===== src/rtl/controlador_multiplicador.sv =====
// controlador_multiplicador
//   Sequential shift-and-add multiplier for unsigned LARGURA-bit operands.
//   One (LARGURA+1)-bit adder is reused for LARGURA cycles. Each cycle adds
//   one partial-product row and shifts the accumulator right by one bit.
//   A start/busy/done handshake sequences the operation.
//
// Ports
//   CLOCK_50  in   1          system clock, rising edge
//   RESET_N   in   1          asynchronous active-low reset
//   inicio    in   1          start request; sampled only in IDLE
//   a         in   LARGURA    multiplicand (unsigned)
//   b         in   LARGURA    multiplier (unsigned)
//   ocupado   out  1          high while the iterations run
//   feito     out  1          one-cycle done pulse
//   produto   out  2*LARGURA  last completed product; held until the next completion
module controlador_multiplicador #(
    parameter int LARGURA = 5
) (
    input  logic                   CLOCK_50,
    input  logic                   RESET_N,
    input  logic                   inicio,
    input  logic [LARGURA-1:0]     a,
    input  logic [LARGURA-1:0]     b,
    output logic                   ocupado,
    output logic                   feito,
    output logic [2*LARGURA-1:0]   produto
);

    localparam int CW = $clog2(LARGURA + 1);

    typedef enum logic [1:0] {IDLE, CALC, FEITO} estado_t;

    estado_t              estado;
    logic [LARGURA-1:0]   a_r;
    logic [2*LARGURA-1:0] p;
    logic [2*LARGURA-1:0] p_prox;
    logic [CW-1:0]        cnt;
    logic [LARGURA:0]     soma;

    // P holds the partial sum in its upper half and the unconsumed multiplier
    // bits in its lower half. p[0] is the current multiplier bit. The carry of
    // the add lands in bit 2L-1 after the shift, so no bit is ever lost.
    always_comb begin
        soma   = {1'b0, p[2*LARGURA-1:LARGURA]} + (p[0] ? {1'b0, a_r} : '0);
        p_prox = {soma, p[LARGURA-1:1]};
    end

    always_ff @(posedge CLOCK_50 or negedge RESET_N) begin
        if (!RESET_N) begin
            estado  <= IDLE;
            a_r     <= '0;
            p       <= '0;
            cnt     <= '0;
            produto <= '0;
            ocupado <= 1'b0;
            feito   <= 1'b0;
        end else begin
            case (estado)
                IDLE: begin
                    if (inicio) begin
                        a_r     <= a;
                        p       <= {{LARGURA{1'b0}}, b};
                        cnt     <= '0;
                        estado  <= CALC;
                        ocupado <= 1'b1;
                    end
                end
                CALC: begin
                    p   <= p_prox;
                    cnt <= cnt + 1'b1;
                    // The last row is in p_prox, so publish it directly.
                    if (cnt == CW'(LARGURA - 1)) begin
                        produto <= p_prox;
                        estado  <= FEITO;
                        ocupado <= 1'b0;
                        feito   <= 1'b1;
                    end
                end
                FEITO: begin
                    feito  <= 1'b0;
                    estado <= IDLE;
                end
                default: begin
                    estado  <= IDLE;
                    ocupado <= 1'b0;
                    feito   <= 1'b0;
                end
            endcase
        end
    end

endmodule


===== config.mk =====
export PLATFORM = sky130hd
export DESIGN_NAME = controlador_multiplicador
export DESIGN_NICKNAME = d
export VERILOG_FILES = /design/src/rtl/controlador_multiplicador.sv
export SDC_FILE = /design/constraint.sdc
export NUM_CORES = 1
export LEC_CHECK = 0
export CAP_MARGIN = 10
export CELL_PAD_IN_SITES_DETAIL_PLACEMENT = 0
export CELL_PAD_IN_SITES_GLOBAL_PLACEMENT = 1
export CORE_ASPECT_RATIO = 0.7
export CORE_MARGIN = 5
export CORE_UTILIZATION = 41
export CTS_CLUSTER_SIZE = 28
export DETAILED_ROUTE_END_ITERATION = 7
export PLACE_DENSITY = 0.86
export SLEW_MARGIN = 15
export SYNTH_ARGS = -nofsm -noshare
export SYNTH_HDL_FRONTEND = slang
export SYNTH_SLANG_ARGS = --single-unit
export TNS_END_PERCENT = 10

===== constraint.sdc =====
create_clock -name CLOCK_50 -period 2.3 [get_ports CLOCK_50]
set_input_delay 0.575 -clock CLOCK_50 [delete_from_list [all_inputs] [get_ports CLOCK_50]]
set_output_delay 0.575 -clock CLOCK_50 [all_outputs]
set_load 0.01 [all_outputs]

==> results.toml <==
[status]
status = "finished clean"

[clock_tree]
cts_setup_buffers = 0
cts.sinks = 32
cts-buffers-inserted = 5
ctsLongestPathBuffers = 2
ctsResizeCount = 0
insertion_delay_ns = 0.29
cts_tree = "yes"
cts_root_buf = "clkbuf_8"
path_clk_slew_ns = 0.08
cts_max_level = 2
hold_buffers = 0

[global_route]
grt-ovfl-total = 0
grt_max_degree = 33
antenna_found_initial = 0
grt_pass1_wl_um = 5690
grt_usage = 0.143
grt_pass1_vias = 1239

[placed_design]
dp_hpwl_um = 2480
place_congestion = 0.827
io_buffers = 24

[critical_path]
crit_type = "flip-flop to flip-flop"
cp_slowest_stage_delay_ns = 0.41
cp.arrival_ns = 2.00
cp_data_required_time_ns = 2.45
crit_path_top_delay_cell = "fa_1"
worstPathCellList = "and2_1 -> ha_1 -> inv_1 -> fa_1 -> nor2b_1 -> o21a_1 -> o211ai_1"
cp_max_fo = 6
cp-end-kind = "flip-flop"
start_kind = "flip-flop"

[power]
leakagePower_nw = 0.928
powerDensity_mw_per_mm2 = 1300
peakVddDrop_uv = 830

[cells_and_area]
syn_to_final_growth_pct = 25.7
drive_gt1_frac = 0.138
final_core_util = 0.549
nNetsFinal = 201
antenna_cells = 0

[floorplan]
fp.dieArea_mm2 = 0.00523
rows = 18
core_area_mm2 = 0.00363
die_x_um = 84.3
die_h_um = 62.0
initial_core_util = 0.437
ios = 25

[yosys]
netlist_area_mm2 = 0.00158
yosys.cell_types.count = 38
ys_top_cells_by_area = "dfrtp_1 (51%), nand2_1 (6.4%), ha_1 (5.5%)"
ys_ff_latch = 32
synth_top_area_frac = 0.506
synthArstFlopShare = 1.00
yosysWarningCount = 0
ys_seq_area_frac = 0.506
yosysMostFrequentCell = "dfrtp_1"
synth_top_area_cell = "dfrtp_1"
syn_nets = 172
synth_area_per_cell_um2 = 10.5
syn-instance-count = 151
synthTopCellsByCount = "dfrtp_1 (32), nand2_1 (27), o21ai_0 (14)"
synth_edf_count = 0
synth_ff_type = "dfrtp_1"

[drt]
wirelength_um = 3330
final_antenna_net_count = 0
firstDrtPassIters = 4
routed_via_density = 5.26
vias = 1215
drt-initial-drc-count = 80
drc = 0
routedWlPerCell_um = 14.4

[timing]
slew_viol_final = 0
clock.fmax_ghz = 0.541
setup_viol = 0
finalClockSkew_ns = 0.0127
slew-limit-headroom = 0.703
fin_tns_setup_ns = 0
rsz0062_at_grt = "false"
period_needed_ns = 1.85
hold_viol = 0
worstMarginPinSlew_ns = 0.445
min_period_over_period = 0.803

[min_path]
hold_class = "flip-flop to flip-flop"

[job]
cap_violations = 0
## sequential cells by signal, indices dropped and copies added (netlist names)
name / flops
cnt: 3
estado: 2
ocupado: 1
p: 10
produto: 10
a_r: 5
feito: 1
## metal layers
metal	routed length [µm]	track usage
met1	1580	0.182
met2	1440	0.226
met3	248	0.0487
met4	60	0.0688
met5	0	0
## through the flow
step | setup WS, ns | hold slack (ns) | total power, mW | cell area (µm²) | std cells
floorplan | 0.538 | 0.279 | 1.64 | 1580 | 151
global placement | 0.350 | 0.459 | 2.01 | 1880 | 223
detailed placement | 0.324 | 0.465 | 2.06 | 1880 | 223
CTS | 0.455 | 0.482 | 2.60 | 1990 | 231
global route | 0.323 | 0.517 | 2.78 | 1990 | 231
finish | 0.453 | 0.480 | 2.58 | 1990 | 231
## kinds of logic after synthesis
group | after synthesis | synth area share
adders and majority gates | 8 | 0.0679
AOI/OAI and AO/OA | 39 | 0.161
xor gates and xnor gates | 1 | 0.00553
muxes | 6 | 0.0474
and+or+nand+nor | 51 | 0.170
buffers and inverters | 14 | 0.0427
DFF | 32 | 0.506
## layout by cell type, fill, tap and decap left out, drive strengths merged, types with 4 or more instances in the layout
cell type	Yosys	final
clkbuf	1	5
o21ai	14	14
and2	5	5
clkdlybuf4s50	0	24
a22oi	4	4
a21oi	6	6
mux2	6	6
nand2	27	27
nor2b	5	5
buf	5	4
dfrtp	32	32
ha	7	7
inv	8	8
## worst paths after layout
| kind | to | cells after the start | slack, ns | start |
|---|---|---|---|---|
| worst max-delay path | p[8] | 7 | 0.45 | p[0] |
| worst min-delay path | produto[1] | 2 | 0.48 | produto[1] |
| worst max register to register | p[8] | 7 | 0.45 | p[0] |
| worst min register to register | produto[1] | 2 | 0.48 | produto[1] |
| max in group asynchronous | a_r[1] | 2 | 1.32 | RESET_N |
| min in group asynchronous | produto[2] | 2 | 0.68 | RESET_N |
## worst max-delay path: cells and delay by family (launching register included)
kind,cells,cell delay [ns]
compound gates,2,0.31
flops,1,0.39
buf+inv,1,0.05
fa+ha+maj,2,0.57
simple gates,2,0.39
## report_power, final
| group | switching [mW] | internal, mW |
|---|---|---|
| combinational | 0.493 | 0.551 |
| clock | 0.211 | 0.320 |
| sequential | 0.198 | 0.807 |
| total | 0.902 | 1.68 |
## cell type report
class / instances / area [µm²]
fillers: 323 / 1640
clock buffers: 5 / 68.8
multi-input cells: 105 / 716
clock inverters: 3 / 42.5
flip-flops and latches: 32 / 801
inverters: 8 / 30.0
repair buffers: 28 / 270
well taps: 50 / 62.6
No activity file was read; power rests on OpenSTA's default activity.
